==> src/rtl/output_writeback_bank_pkg.sv <==
// Shared types and default sizes for the output writeback bank.
// Holds the FSM state enum and the default geometry of the OFMAP write path.
package output_writeback_bank_pkg;

    localparam int OUT_WIDTH     = 16;
    localparam int OFMAP_DEPTH_W = 12;
    localparam int OB_BANK_W     = 8;

    typedef enum logic [1:0] {
        OB_IDLE    = 2'b00,
        OB_CAPTURE = 2'b01,
        OB_DRAIN   = 2'b10,
        OB_FINISH  = 2'b11
    } ob_state_t;

    // Column results are accepted only while a layer is being collected or drained.
    function automatic logic ob_is_active(input ob_state_t state);
        return (state == OB_CAPTURE) || (state == OB_DRAIN);
    endfunction

endpackage

==> src/rtl/output_writeback_bank_if.sv <==
// Result-column inputs and OFMAP SRAM write port of the output writeback bank.
// The master drives the column strobes and observes the writes; the slave is the bank.
interface output_writeback_bank_if
    import output_writeback_bank_pkg::*;
#(
    parameter int BANK_WIDTH = OB_BANK_W,
    parameter int DATA_W     = OUT_WIDTH,
    parameter int ADDR_W     = OFMAP_DEPTH_W
) ();

    logic [BANK_WIDTH-1:0]             col_valid;
    logic [BANK_WIDTH-1:0][DATA_W-1:0] col_data;
    logic                              sram_wr_en;
    logic [ADDR_W-1:0]                 sram_addr;
    logic [DATA_W-1:0]                 sram_data;

    modport master (
        output col_valid,
        output col_data,
        input  sram_wr_en,
        input  sram_addr,
        input  sram_data
    );

    modport slave (
        input  col_valid,
        input  col_data,
        output sram_wr_en,
        output sram_addr,
        output sram_data
    );

endinterface

==> src/rtl/output_writeback_bank_ob_column_slot.sv <==
// One capture slot: a result register plus its occupancy flag.
// A load in the same cycle as the drain clear wins, so a new row can overlap the drain.
module output_writeback_bank_ob_column_slot #(
    parameter int DATA_W = 16
) (
    input  logic              clk_i,
    input  logic              rst_sync_i,
    input  logic              flush_i,
    input  logic              load_i,
    input  logic              clear_i,
    input  logic [DATA_W-1:0] data_i,
    output logic [DATA_W-1:0] data_o,
    output logic              occ_o
);

    logic [DATA_W-1:0] data_r;
    logic              occ_r;

    // Slot register: flush beats load, load beats drain clear.
    always_ff @(posedge clk_i) begin
        if (rst_sync_i) begin
            data_r <= {DATA_W{1'b0}};
            occ_r  <= 1'b0;
        end else if (flush_i) begin
            occ_r  <= 1'b0;
        end else if (load_i) begin
            data_r <= data_i;
            occ_r  <= 1'b1;
        end else if (clear_i) begin
            occ_r  <= 1'b0;
        end
    end

    assign data_o = data_r;
    assign occ_o  = occ_r;

endmodule

==> src/rtl/output_writeback_bank.sv <==
// Output writeback bank: captures a skewed row of column results, then writes it to OFMAP SRAM.
// Build option OB_RELU_EN clamps negative words to zero on the way out.
module output_writeback_bank
    import output_writeback_bank_pkg::*;
#(
    parameter int BANK_WIDTH = OB_BANK_W,
    parameter int DATA_W     = OUT_WIDTH,
    parameter int ADDR_W     = OFMAP_DEPTH_W
) (
    input  logic              clk_i,
    input  logic              rst_sync_i,
    input  logic              start_i,
    input  logic              abort_i,
    input  logic [31:0]       cfg_out_w_i,
    input  logic [31:0]       cfg_out_h_i,
    input  logic [ADDR_W-1:0] cfg_base_addr_i,
    output_writeback_bank_if.slave ob_bus,
    output logic              ob_ready_o,
    output logic              row_done_o,
    output logic              done_o,
    output logic              err_overflow_o
);

    localparam int PTR_W = (BANK_WIDTH > 1) ? $clog2(BANK_WIDTH) : 1;
    localparam int CNT_W = $clog2(BANK_WIDTH + 1);
    localparam logic [PTR_W-1:0]  PTR_ONE  = PTR_W'(1);
    localparam logic [ADDR_W-1:0] ADDR_ONE = ADDR_W'(1);

    ob_state_t         state_r;
    logic [CNT_W-1:0]  occ_cnt_r;
    logic [CNT_W-1:0]  add_cnt_s;
    logic [CNT_W-1:0]  sub_cnt_s;
    logic [PTR_W-1:0]  rd_ptr_r;
    logic [31:0]       row_cnt_r;
    logic [ADDR_W-1:0] addr_r;
    logic [ADDR_W-1:0] sram_addr_r;
    logic [DATA_W-1:0] sram_data_r;
    logic [DATA_W-1:0] slot_word_s;
    logic [DATA_W-1:0] drain_word_s;
    logic              wr_en_r;
    logic              last_wr_r;
    logic              row_done_r;
    logic              done_r;
    logic              ready_r;
    logic              err_r;

    logic [BANK_WIDTH-1:0] occ_s;
    logic [BANK_WIDTH-1:0] load_s;
    logic [BANK_WIDTH-1:0] drop_s;
    logic [BANK_WIDTH-1:0] drain_s;
    logic [DATA_W-1:0]     slot_data_s [BANK_WIDTH];

    logic capture_en_s;
    logic drain_en_s;
    logic flush_s;
    logic last_col_s;
    logic occ_full_s;
    logic more_rows_s;

    // Cycle-level enables and row/layer boundary decodes.
    always_comb begin
        capture_en_s = ob_is_active(state_r) && !abort_i;
        drain_en_s   = (state_r == OB_DRAIN) && !abort_i;
        flush_s      = abort_i || ((state_r == OB_IDLE) && start_i);
        last_col_s   = ({{(32-PTR_W){1'b0}}, rd_ptr_r} == (cfg_out_w_i - 32'd1));
        occ_full_s   = ({{(32-CNT_W){1'b0}}, occ_cnt_r} == cfg_out_w_i);
        more_rows_s  = ((row_cnt_r + 32'd1) < cfg_out_h_i);
    end

    generate
        for (genvar j = 0; j < BANK_WIDTH; j++) begin : g_slot
            logic in_row_s;
            logic hit_s;

            assign in_row_s   = (32'(j) < cfg_out_w_i);
            assign hit_s      = capture_en_s && ob_bus.col_valid[j] && in_row_s;
            assign drain_s[j] = drain_en_s && (rd_ptr_r == PTR_W'(j));
            // An occupied slot may only be reloaded in the cycle it is being drained.
            assign load_s[j]  = hit_s && (!occ_s[j] || drain_s[j]);
            assign drop_s[j]  = hit_s && occ_s[j] && !drain_s[j];

            output_writeback_bank_ob_column_slot #(
                .DATA_W (DATA_W)
            ) u_slot (
                .clk_i      (clk_i),
                .rst_sync_i (rst_sync_i),
                .flush_i    (flush_s),
                .load_i     (load_s[j]),
                .clear_i    (drain_s[j]),
                .data_i     (ob_bus.col_data[j]),
                .data_o     (slot_data_s[j]),
                .occ_o      (occ_s[j])
            );
        end
    endgenerate

    // Occupancy delta for this cycle: accepted captures in, at most one drained slot out.
    always_comb begin
        add_cnt_s = {CNT_W{1'b0}};
        for (int k = 0; k < BANK_WIDTH; k++) begin
            add_cnt_s = add_cnt_s + {{(CNT_W-1){1'b0}}, load_s[k]};
        end
        sub_cnt_s = {{(CNT_W-1){1'b0}}, drain_en_s};
    end

    // Word presented to the SRAM for the column under the read pointer.
    always_comb begin
        slot_word_s = slot_data_s[rd_ptr_r];
`ifdef OB_RELU_EN
        if (slot_word_s[DATA_W-1]) begin
            drain_word_s = {DATA_W{1'b0}};
        end else begin
            drain_word_s = slot_word_s;
        end
`else
        drain_word_s = slot_word_s;
`endif
    end

    // Control FSM with counters, address generation and registered outputs.
    always_ff @(posedge clk_i) begin
        if (rst_sync_i) begin
            state_r     <= OB_IDLE;
            occ_cnt_r   <= {CNT_W{1'b0}};
            rd_ptr_r    <= {PTR_W{1'b0}};
            row_cnt_r   <= 32'd0;
            addr_r      <= {ADDR_W{1'b0}};
            sram_addr_r <= {ADDR_W{1'b0}};
            sram_data_r <= {DATA_W{1'b0}};
            wr_en_r     <= 1'b0;
            last_wr_r   <= 1'b0;
            row_done_r  <= 1'b0;
            done_r      <= 1'b0;
            ready_r     <= 1'b0;
            err_r       <= 1'b0;
        end else if (abort_i) begin
            state_r    <= OB_IDLE;
            occ_cnt_r  <= {CNT_W{1'b0}};
            rd_ptr_r   <= {PTR_W{1'b0}};
            wr_en_r    <= 1'b0;
            last_wr_r  <= 1'b0;
            row_done_r <= 1'b0;
            done_r     <= 1'b0;
            ready_r    <= 1'b0;
        end else begin
            wr_en_r    <= 1'b0;
            last_wr_r  <= 1'b0;
            done_r     <= 1'b0;
            row_done_r <= last_wr_r;
            occ_cnt_r  <= occ_cnt_r + add_cnt_s - sub_cnt_s;
            if (|drop_s) begin
                err_r <= 1'b1;
            end
            case (state_r)
                OB_IDLE: begin
                    if (start_i) begin
                        state_r   <= OB_CAPTURE;
                        addr_r    <= cfg_base_addr_i;
                        row_cnt_r <= 32'd0;
                        rd_ptr_r  <= {PTR_W{1'b0}};
                        occ_cnt_r <= {CNT_W{1'b0}};
                        err_r     <= 1'b0;
                        ready_r   <= 1'b1;
                    end else begin
                        ready_r   <= 1'b0;
                    end
                end
                OB_CAPTURE: begin
                    ready_r <= 1'b1;
                    if (occ_full_s) begin
                        state_r  <= OB_DRAIN;
                        rd_ptr_r <= {PTR_W{1'b0}};
                    end
                end
                OB_DRAIN: begin
                    wr_en_r     <= 1'b1;
                    sram_addr_r <= addr_r;
                    sram_data_r <= drain_word_s;
                    addr_r      <= addr_r + ADDR_ONE;
                    if (last_col_s) begin
                        last_wr_r <= 1'b1;
                        rd_ptr_r  <= {PTR_W{1'b0}};
                        if (more_rows_s) begin
                            state_r   <= OB_CAPTURE;
                            row_cnt_r <= row_cnt_r + 32'd1;
                            ready_r   <= 1'b1;
                        end else begin
                            state_r   <= OB_FINISH;
                            done_r    <= 1'b1;
                            ready_r   <= 1'b0;
                        end
                    end else begin
                        rd_ptr_r <= rd_ptr_r + PTR_ONE;
                        ready_r  <= 1'b1;
                    end
                end
                OB_FINISH: begin
                    state_r <= OB_IDLE;
                    ready_r <= 1'b0;
                end
                default: begin
                    state_r <= OB_IDLE;
                    ready_r <= 1'b0;
                end
            endcase
        end
    end

    assign ob_bus.sram_wr_en = wr_en_r;
    assign ob_bus.sram_addr  = sram_addr_r;
    assign ob_bus.sram_data  = sram_data_r;
    assign ob_ready_o        = ready_r;
    assign row_done_o        = row_done_r;
    assign done_o            = done_r;
    assign err_overflow_o    = err_r;

endmodule
==> src/flat_wrapper.sv <==
// flat-port wrapper written by rule: the top's interface ports become plain ports
module output_writeback_bank_flat import output_writeback_bank_pkg::*;
#(
    parameter int BANK_WIDTH = OB_BANK_W,
    parameter int DATA_W     = OUT_WIDTH,
    parameter int ADDR_W     = OFMAP_DEPTH_W
)
  (clk_i, rst_sync_i, start_i, abort_i, cfg_out_w_i, cfg_out_h_i, cfg_base_addr_i, ob_ready_o, row_done_o, done_o, err_overflow_o, ob_bus_col_valid, ob_bus_col_data, ob_bus_sram_wr_en, ob_bus_sram_addr, ob_bus_sram_data);
  output_writeback_bank_if #(.BANK_WIDTH(BANK_WIDTH), .DATA_W(DATA_W), .ADDR_W(ADDR_W)) ob_bus_i ();
  input  logic clk_i;
  input  logic rst_sync_i;
  input  logic start_i;
  input  logic abort_i;
  input  logic [31:0] cfg_out_w_i;
  input  logic [31:0] cfg_out_h_i;
  input  logic [ADDR_W-1:0] cfg_base_addr_i;
  output logic ob_ready_o;
  output logic row_done_o;
  output logic done_o;
  output logic err_overflow_o;
  input wire logic [$bits(ob_bus_i.col_valid)-1:0] ob_bus_col_valid;
  input wire logic [$bits(ob_bus_i.col_data)-1:0] ob_bus_col_data;
  output wire logic [$bits(ob_bus_i.sram_wr_en)-1:0] ob_bus_sram_wr_en;
  output wire logic [$bits(ob_bus_i.sram_addr)-1:0] ob_bus_sram_addr;
  output wire logic [$bits(ob_bus_i.sram_data)-1:0] ob_bus_sram_data;
  assign ob_bus_i.col_valid = ob_bus_col_valid;
  assign ob_bus_i.col_data = ob_bus_col_data;
  assign ob_bus_sram_wr_en = ob_bus_i.sram_wr_en;
  assign ob_bus_sram_addr = ob_bus_i.sram_addr;
  assign ob_bus_sram_data = ob_bus_i.sram_data;
  output_writeback_bank #(.BANK_WIDTH(BANK_WIDTH), .DATA_W(DATA_W), .ADDR_W(ADDR_W)) u_core (.clk_i(clk_i), .rst_sync_i(rst_sync_i), .start_i(start_i), .abort_i(abort_i), .cfg_out_w_i(cfg_out_w_i), .cfg_out_h_i(cfg_out_h_i), .cfg_base_addr_i(cfg_base_addr_i), .ob_bus(ob_bus_i), .ob_ready_o(ob_ready_o), .row_done_o(row_done_o), .done_o(done_o), .err_overflow_o(err_overflow_o));
endmodule
==> config.mk <==
export PLATFORM = sky130hd
export DESIGN_NAME = output_writeback_bank_flat
export DESIGN_NICKNAME = d
export VERILOG_FILES = /design/src/rtl/output_writeback_bank_pkg.sv /design/src/rtl/output_writeback_bank_if.sv /design/src/rtl/output_writeback_bank_ob_column_slot.sv /design/src/rtl/output_writeback_bank.sv /design/src/flat_wrapper.sv
export SDC_FILE = /design/constraint.sdc
export NUM_CORES = 1
export LEC_CHECK = 0
export CORE_UTILIZATION = 49
export CTS_BUF_LIST = sky130_fd_sc_hd__clkbuf_4
export DETAILED_ROUTE_END_ITERATION = 16
export PLACE_DENSITY = 0.88
export SKIP_LAST_GASP = 1
export SYNTH_ARGS = -nofsm -noshare
export SYNTH_HDL_FRONTEND = slang
export SYNTH_SLANG_ARGS = --single-unit
==> constraint.sdc <==
create_clock -name clk_i -period 4.4 [get_ports clk_i]
set_clock_uncertainty 0.1 [all_clocks]
set_input_delay 0.44 -clock clk_i [delete_from_list [all_inputs] [get_ports clk_i]]
set_output_delay 0.44 -clock clk_i [all_outputs]
set_load 0.02 [all_outputs]
* Yosys cells after proc, flatten, opt, wreduce, memory -nomap -nowiden
Cells that the tools add are included.
** Word-level totals
- Output and inout bits :: 33
- Flip-flop bits (word level) :: 223
- Word-level logic and storage cells :: 227
- Bits of input ports :: 216
** Operators by class
- Mux-type cells :: 46
- Reductions and logical operators :: 108
- Bitwise logic cells :: 5
- Magnitude comparators :: 10
- Add/sub/neg operators :: 13
- Equal/unequal tests :: 16
** Operator list (count)
- 3-bit by 32-bit less-than comparator with 1-bit output (first input constant) :: 4
- 32-bit 2-to-1 mux :: 3
- 1-bit by 32-bit less-than comparator with 1-bit output (first input constant) :: 2
- 2-bit by 32-bit less-than comparator with 1-bit output (first input constant) :: 2
- 32-bit case mux with 2 select lines :: 1
- 1-bit logical AND :: 51
- 16-bit binary-select mux with 3-bit select :: 1
- 32-bit by 1-bit adder with 32-bit output (second input constant) :: 1
- 3-bit by 32-bit equality test with 1-bit output :: 1
- 4-bit by 32-bit equality test with 1-bit output :: 1
- 32-bit less-than comparator :: 1
- 16-bit 2-to-1 mux :: 2
- 32-bit by 1-bit subtractor with 32-bit output (second input constant) :: 1
- 1-bit 2-to-1 mux :: 25
- 4-bit by 1-bit adder with 4-bit output :: 6
- 12-bit case mux with 2 select lines :: 1
- 2-bit AND reduction :: 9
- 2-bit nonzero test :: 9
- 1-bit zero test :: 17
- 12-bit by 1-bit adder with 12-bit output (second input constant) :: 1
- 3-bit equality test (second input constant) :: 4
- 12-bit 2-to-1 mux :: 1
- 1-bit logical OR :: 10
- 3-bit 2-to-1 mux :: 3
- other kinds (27) :: 41

* Longest topological paths before layout
Gate-level depths: netlist of the first run.
- Word-level depth :: 17
- Depth in mapped cells :: 21
- Depth with buffers taken out :: 19

* Hierarchy
From an unflattened synthesis of the first run, not the netlist that was laid out.
** Second synthesis, totals
- Cell total of the unflattened synthesis :: 1546
- Area total of the unflattened synthesis :: 14013.4 sq um
** By module, submodules not included
- output_writeback_bank :: area an instance 7497.2 sq um, times used 1, cells each 946, sequential area each 1741.7 sq um
- output_writeback_bank_ob_column_slot :: area an instance 814.5 sq um, times used 8, cells each 75, sequential area each 340.3 sq um

* Worst setup path before layout of the first run
OpenSTA, ideal clock, no wires.
- Path type :: flip-flop to flip-flop
- From :: reg u_core.rd_ptr_r[1]
- To :: reg u_core.occ_cnt_r[2]
- Path buffers :: 3
- Setup time :: 0.128 ns
- Period minus slack after synthesis :: 4.354 ns
- Setup slack :: 0.046 ns
- Required time :: 4.172 ns
- Stages on the path, launching flop included :: 17
- Arrival time :: 4.127 ns
- Cells stage by stage :: dfxtp_1 -> buf_2 -> buf_1 -> clkbuf_1 -> inv_1 -> ha_1 -> nand3_1 -> a21oi_1 -> fa_1 -> inv_1 -> fa_1 -> fa_1 -> inv_1 -> ha_1 -> fa_1 -> xnor2_1 -> nor2_1
** On the way
- Elaborated cells on any way between the ends :: 43
- Those cells by class :: 9 x add/sub; 7 x eq/ne; 2 x mux; 25 x reduce/logical
** RTL lines
- start: declaration :: RTL line output_writeback_bank.sv:33 : logic [PTR_W-1:0] rd_ptr_r;
- start signal: assignment :: RTL line output_writeback_bank.sv:125 : rd_ptr_r <= {PTR_W{1'b0}};
- start signal: assignment :: RTL line output_writeback_bank.sv:139 : rd_ptr_r <= {PTR_W{1'b0}};
- start signal: assignment :: RTL line output_writeback_bank.sv:160 : rd_ptr_r <= {PTR_W{1'b0}};
- 3-bit equality test * :: RTL line output_writeback_bank.sv:77 : assign drain_s[j] = drain_en_s && (rd_ptr_r == PTR_W'(j));
- 1-bit logical AND * :: RTL line output_writeback_bank.sv:77
- 1-bit logical OR * :: RTL line output_writeback_bank.sv:79 : assign load_s[j] = hit_s && (!occ_s[j] || drain_s[j]);
- 1-bit logical AND * :: RTL line output_writeback_bank.sv:79
- via u_core.g_slot[5].u_slot.load_i :: RTL line output_writeback_bank_ob_column_slot.sv:9 : input logic load_i,
- 4-bit by 1-bit adder with 4-bit output * (3 in series) :: RTL line output_writeback_bank.sv:101 : add_cnt_s = add_cnt_s + {{(CNT_W-1){1'b0}}, load_s[k]};
- 4-bit adder * :: RTL line output_writeback_bank.sv:150 : occ_cnt_r <= occ_cnt_r + add_cnt_s - sub_cnt_s;
- 4-bit by 1-bit subtractor with 4-bit output * :: RTL line output_writeback_bank.sv:150
- 4-bit 2-to-1 mux :: RTL line output_writeback_bank.sv:156 : if (start_i) begin
- 4-bit 2-to-1 mux * :: RTL line output_writeback_bank.sv:154 : case (state_r)
- end signal: assignment :: RTL line output_writeback_bank.sv:138 : occ_cnt_r <= {CNT_W{1'b0}};
- end signal: assignment :: RTL line output_writeback_bank.sv:150
- end signal: assignment :: RTL line output_writeback_bank.sv:161 : occ_cnt_r <= {CNT_W{1'b0}};
- end: declaration :: RTL line output_writeback_bank.sv:30 : logic [CNT_W-1:0] occ_cnt_r;
Mark *: on every way through the listed nets, which the timed path passes. The rest lies on a longest branch.
A chain may end at the register's enable or synchronous reset.

* Worst setup path in the final report of the first run
- From :: reg u_core.row_cnt_r[9]
- To :: reg u_core.row_cnt_r[27]
** On the way
- Word-level cells in the longest chain between the ends :: 4
- Elaborated cells on any way between the ends :: 7
- Those cells by class :: 1 x add/sub; 1 x order compare; 1 x eq/ne; 3 x mux; 1 x reduce/logical
** RTL lines
- start: declaration :: RTL line output_writeback_bank.sv:34 : logic [31:0] row_cnt_r;
- start signal: assignment :: RTL line output_writeback_bank.sv:185 : row_cnt_r <= row_cnt_r + 32'd1;
- 32-bit by 1-bit adder with 32-bit output * :: RTL line output_writeback_bank.sv:67, output_writeback_bank.sv:185
- 32-bit less-than comparator or 32-bit 2-to-1 mux (tied branches) :: RTL line output_writeback_bank.sv:67, output_writeback_bank.sv:183
- 2-bit by 1-bit inequality test with 1-bit output (no source line) or 32-bit 2-to-1 mux (tied branches)
- 5-bit AND reduction (no source line) or 32-bit case mux with 2 select lines (tied branches)
Every way passes the cells marked *; elsewhere a longest branch is shown, timed or not. The select of a mux whose other input is x is not followed.

==> impl_metrics.json, run 1 <==
{
  "max_freq_mhz": 236,
  "avgSynthCellArea_sq_um": 8.81,
  "area_delta_synth_final_pct": 31.2,
  "layoutNonFillerInstCount": 2069,
  "critPathKind": "reg -> reg",
  "startpoint_type": "register",
  "slew_violations": 0,
  "power.switching_mw": 1.11,
  "min_from": "rst_sync_i",
  "synth-edff-count": 0,
  "postSynthCellCount": 1410,
  "wl_per_cell_microns": 18.8,
  "ir_drop_mv": 0.240,
  "place_inst": 1975,
  "viasPerCell": 5.83,
  "ioPinCount": 249,
  "switching_share_pct": 26.2,
  "grt_overflow": 0,
  "ys_top_cells_by_area": "dfxtp_1 36%, mux2i_1 12%, nor2_1 6.2%",
  "r2r-start": "u_core.row_cnt_r[9]",
  "final_cell_mix": "247 x clkdlybuf4s50_1, 217 x dfxtp_1, 201 x nor2_1",
  "comb_power_share_pct": 11.8,
  "antenna_found_initial": 1,
  "power_density_nw_per_um2": 260,
  "status": "finished clean",
  "clk_pin_slew_ns": 0.07,
  "cts_tree": "done",
  "cts-root-buf": "clkbuf_4",
  "synth_top_flop_cell": "dfxtp_1",
  "drc": 0,
  "vias": 12100,
  "post-route-period-util_pct": 96.3,
  "critPathArrivalTime_ns": 4.70,
  "async_flop_share_pct": 0,
  "period_needed_ns": 4.24,
  "grt_max_degree": 117,
  "drt_iter0_markers": 917,
  "hold_viol_final": 0,
  "place_hpwl_microns": 27400,
  "mappedNetlistNets": 1687,
  "setup_ws_ns": 0.161,
  "grt_pass1_wl_microns": 61500,
  "synth_cell_type_count": 73,
  "startpoint": "u_core.row_cnt_r[9]",
  "tightestPinTransition_ns": 1.16,
  "port-buffer-count": 248,
  "post-route-util_pct": 66.2,
  "yosysWarnings": 0,
  "clock_path_buffers": 3,
  "clock_latency_ns": 0.68,
  "grt_pass1_vias": 12200,
  "final_nets": 1989,
  "end_kind": "register",
  "seqPwrFrac_pct": 48.5,
  "crit_required_ns": 4.86,
  "rows": 57,
  "hp-class": "in -> reg",
  "synth_largest_area_cell": "dfxtp_1",
  "intPower_mw": 3.13,
  "p_clk_share_pct": 39.7,
  "ctsHoldBuffers": 0,
  "die_w_microns": 161,
  "syn_area_sq_um": 12400,
  "fin_tns_setup_ns": 0,
  "synth_seq_area_share_pct": 35.9,
  "ys_seq_elements": 223,
  "place_ws_ns": -0.465,
  "ant_nets": 0,
  "layout_commonest_cell": "clkdlybuf4s50_1",
  "drive_gt1_share_pct": 13.8,
  "cts_buffers": 58,
  "wl_microns": 38900,
  "yosysTopAreaCellShare_pct": 35.9,
  "grtUsageTotal_pct": 29.5,
  "htreeDepth": 2,
  "leakagePower_nw": 6.33,
  "maxSlewHeadroom_pct": 22.6,
  "crit_fanout": 5,
  "hold_ws_ns": 0.176,
  "initial_core_util_pct": 50.5,
  "core_area_sq_um": 24600,
  "setup_violations": 0,
  "die_y_microns": 161,
  "firstDrtPassIters": 7,
  "dieArea_sq_um": 26000,
  "place_congestion": 0.885,
  "cts.sinks": 223,
  "max_cap_viol_count": 0
}
-- through the flow --
stage	area [sq um]	total power, mW
after floorplan	12400	2.30
after global placement	15600	2.58
after detailed placement	15600	2.59
after CTS	16300	4.28
after global routing	16300	4.43
final	16300	4.24
-- registers in the layout (all words and copies together) (netlist names), 3 cells and up --
register                     flops
u_core.g_slot.u_slot.data_o    128
u_core.row_cnt_r                32
u_core.ob_bus.sram_data         16
u_core.addr_r                   12
u_core.ob_bus.sram_addr         12
u_core.g_slot.u_slot.occ_o       8
u_core.occ_cnt_r                 4
u_core.rd_ptr_r                  3
-- worst max-delay path: stages (launching register included) --
cell	delay [ns]
dfxtp_1	0.41
nand4_1	0.16
or2_2	0.37
or3_1	0.41
nor2_1	0.15
xor2_1	0.21
ha_1	0.29
a21oi_1	0.16
o21ai_0	0.15
a221oi_2	0.35
o211ai_1	0.26
or2_2	0.40
o31ai_4	0.32
buf_4	0.22
mux2i_1	0.17
-- routing by layer --
metal | up-vias | wire length [microns] | track usage [%]
li1 | 5647 | - | -
met1 | 5748 | 14700 | 33.1
met2 | 572 | 19400 | 51.9
met3 | 103 | 3690 | 9.09
met4 | 0 | 1130 | 11.7
met5 | - | 0 | 0
-- timing repair --
item | CTS | global route
setup buffers | 0 | 1
resized for setup | 0 | 9
endpoints found under the setup margin | 0 | 31
-- cell type report --
type,count,area [sq um]
antenna,1,2.50
clock buffer,78,586
clock inverter,14,62.6
fill,1869,8310
inverter,59,221
multi-input combinational,1036,7400
sequential,223,4470
tap,324,405
timing repair buffer,334,3140
-- power groups by stage --
stage / logic [mW] / registers, mW / clock network [mW]
floorplan: 0.198 / 2.10 / 0
global placement: 0.485 / 2.10 / 0
detailed placement: 0.494 / 2.10 / 0
CTS: 0.499 / 2.05 / 1.72
global route: 0.538 / 2.06 / 1.83
finish: 0.502 / 2.06 / 1.68
-- kinds of logic (layout without fill, tap and decap cells) --
logic type,count (synthesis),after routing,share of synthesized area [%]
muxes,175,175,17.3
AOI/OAI and AO/OA,200,200,11.3
adders and majority gates,61,61,6.45
xor gates and xnor gates,45,45,3.17
and+or+nand+nor,555,555,20.9
buffers and inverters,151,485,4.87
other,0,1,0
DFF,223,223,35.9
-- final timing paths --
kind,slack (ns),to,depth (start not counted)
setup / recovery,0.16,u_core.row_cnt_r[27],14
hold / removal,0.18,u_core.g_slot[3].u_slot.data_o[4],2
setup reg to reg,0.16,u_core.row_cnt_r[27],14
hold reg to reg,0.33,u_core.row_done_o,1
-- Yosys cell counts (all sizes together), types with 6 or more instances --
master	number
dfxtp	223
nor2	204
nand2	148
mux2i	143
clkbuf	71
inv	57
ha	56
a21oi	49
nand3	42
mux4	32
xnor2	31
o21ai	30
nand4	29
nor3	28
buf	21
o211ai	20
and3	19
a311oi	18
nor4	14
xor2	14
and2	12
a32oi	11
nand2b	11
or2	10
a22oi	9
or3	8
a211oi	6
and4	6
o2111ai	6
o31ai	6
Power figures use the tool's default switching activity.
==> run 2: changes to the inputs <==
--- a/config.mk
+++ b/config.mk
@@ -5,6 +5,8 @@
 export SDC_FILE = /design/constraint.sdc
 export NUM_CORES = 1
 export LEC_CHECK = 0
+export ABC_CLOCK_PERIOD_IN_PS = 4400
+export CORE_MARGIN = 1
 export CORE_UTILIZATION = 49
 export CTS_BUF_LIST = sky130_fd_sc_hd__clkbuf_4
 export DETAILED_ROUTE_END_ITERATION = 16
==> results of run 2 <==
No change in the layout: final DEF, timing and power equal those of run 1.
==> run 3: changes to the inputs <==
--- a/config.mk
+++ b/config.mk
@@ -6,11 +6,13 @@
 export NUM_CORES = 1
 export LEC_CHECK = 0
 export ABC_CLOCK_PERIOD_IN_PS = 4400
+export CELL_PAD_IN_SITES_DETAIL_PLACEMENT = 2
+export CELL_PAD_IN_SITES_GLOBAL_PLACEMENT = 2
 export CORE_MARGIN = 1
-export CORE_UTILIZATION = 49
+export CORE_UTILIZATION = 29
 export CTS_BUF_LIST = sky130_fd_sc_hd__clkbuf_4
 export DETAILED_ROUTE_END_ITERATION = 16
-export PLACE_DENSITY = 0.88
+export PLACE_DENSITY = 0.87
 export SKIP_LAST_GASP = 1
 export SYNTH_ARGS = -nofsm -noshare
 export SYNTH_HDL_FRONTEND = slang
==> impl_metrics.json, run 3 (same netlist as run 1, synthesis figures left out) <==
{
  "placedInstanceArea_sq_um": 16000,
  "max_freq_mhz": 233,
  "die_w_microns": 209,
  "final_cell_mix": "247 x clkdlybuf4s50_1, 215 x dfxtp_1, 200 x nor2_1",
  "startpoint_type": "register",
  "cts.sinks": 223,
  "die_y_microns": 209,
  "r2r-start": "u_core.row_cnt_r[15]",
  "crit_required_ns": 4.94,
  "slew_violations": 0,
  "hold_ws_ns": 0.185,
  "layoutNonFillerInstCount": 2333,
  "cts-root-buf": "clkbuf_4",
  "setup_violations": 0,
  "fin_area_sq_um": 17000,
  "post-route-util_pct": 40.3,
  "post-route-period-util_pct": 97.4,
  "place_inst": 2208,
  "period_needed_ns": 4.28,
  "crit_fanout": 6,
  "rsz0062_at_grt": "false",
  "port-buffer-count": 248,
  "leakagePower_nw": 6.56,
  "fin_total_pwr_mw": 4.72,
  "viasPerCell": 5.32,
  "clock_path_buffers": 3,
  "place_congestion": 0.824,
  "end_kind": "register",
  "drc": 0,
  "critPathArrivalTime_ns": 4.83,
  "ant_nets": 0,
  "wl_per_cell_microns": 23.2,
  "holdPathStages": 3,
  "maxSlewHeadroom_pct": 36.1,
  "vias": 12400,
  "grt_max_degree": 87,
  "grtUsageTotal_pct": 24.6,
  "hold_viol_final": 0,
  "startpoint": "u_core.row_cnt_r[15]",
  "layout_commonest_cell": "clkdlybuf4s50_1",
  "firstDrtPassIters": 5,
  "initial_core_util_pct": 29.5,
  "reg2reg_to": "u_core.row_cnt_r[1]",
  "ioPinCount": 249,
  "wl_microns": 54200,
  "clock_latency_ns": 0.76,
  "drive_gt1_share_pct": 16.7,
  "reg2reg_depth": 17,
  "largest_register_ff_count": 128,
  "critPathKind": "reg -> reg",
  "hp-class": "in -> reg",
  "htreeDepth": 3,
  "place_hpwl_microns": 37600,
  "rows": 75,
  "dieArea_sq_um": 43700,
  "min_from": "ob_bus_col_data[81]",
  "cts_tree": "done",
  "core_area_sq_um": 42100,
  "grt_pass1_wl_microns": 82700,
  "antenna_found_initial": 6,
  "rrSetupSlack_ns": 0.12,
  "cts_buffers": 68,
  "status": "finished clean",
  "tightestPinTransition_ns": 0.959,
  "drt_iter0_markers": 525,
  "ir_drop_mv": 0.236,
  "clk_pin_slew_ns": 0.07,
  "grt_overflow": 0,
  "hold_end": "u_core.g_slot[5].u_slot.data_o[1]",
  "grt_pass1_vias": 14300,
  "final_nets": 2021,
  "power_density_nw_per_um2": 278,
  "area_delta_synth_final_pct": 36.8,
  "max_cap_viol_count": 0
}
## run 3: timing repair
item / in CTS / in global routing
pin swaps: 1 / 7
resized for setup: 5 / 21
endpoints found under the hold margin: 10 / 0
gates cloned: 1 / 0
endpoints found under the setup margin: 13 / 36
setup buffers: 0 / 3
hold buffers: 1 / 0
## run 3: area by class of cell
cell class	count	area (sq um)
Antenna cell	6	15.0
Multi-Input combinational cell	1036	7440
Clock buffer	100	751
Timing Repair Buffer	356	3320
Fill cell	4603	25100
Tap cell	539	674
Inverter	59	221
Sequential cell	223	4480
Clock inverter	14	93.8
## run 3: worst max-delay path by stage
stage,to,slack [ns],cells past startpoint
floorplan,u_core.occ_cnt_r[2],0.05,16
global placement,u_core.occ_cnt_r[2],-0.40,17
detailed placement,u_core.occ_cnt_r[2],-0.54,16
global route,u_core.row_cnt_r[27],0.005,16
CTS,u_core.occ_cnt_r[3],0.005,21
finish,u_core.row_cnt_r[1],0.12,17
## run 3: power by group
| group | switching [mW] | total (mW) | internal [mW] |
|---|---|---|---|
| logic | 0.251 | 0.535 | 0.284 |
| registers | 0.0189 | 2.06 | 2.04 |
| clock network | 1.03 | 2.13 | 1.10 |
| total | 1.30 | 4.72 | 3.42 |
## run 3: per-layer routing
metal / share of wire, % / global-route usage, % / routed length [microns]
met2: 52 / 45.3 / 28000
met4: 2.9 / 8.60 / 1560
met3: 6.8 / 8.04 / 3680
met5: 0.072 / 0 / 39
met1: 39 / 26.2 / 20900
## run 3: per-stage QoR
| stage | setup slack [ns] | TNS (ns) |
|---|---|---|
| after global placement | -0.399 | -1.09 |
| after floorplan | 0.0457 | 0 |
| after detailed placement | -0.537 | -2.16 |
| final | 0.116 | 0 |
| after CTS | 0.00496 | 0 |
| after global routing | 0.00459 | 0 |
## run 3: worst max-delay path: stages, from the launching register on
cell      delay, ns
dfxtp_1        0.44
nand4_1        0.22
or2_2          0.35
nor4_2         0.24
buf_4          0.20
nand4_1        0.14
nor2_2         0.20
xor2_2         0.19
ha_1           0.27
and4_1         0.22
nand4_1        0.13
buf_4          0.15
a311oi_2       0.05
buf_4          0.18
or2_4          0.26
o31ai_4        0.39
buf_6          0.22
mux2i_1        0.20
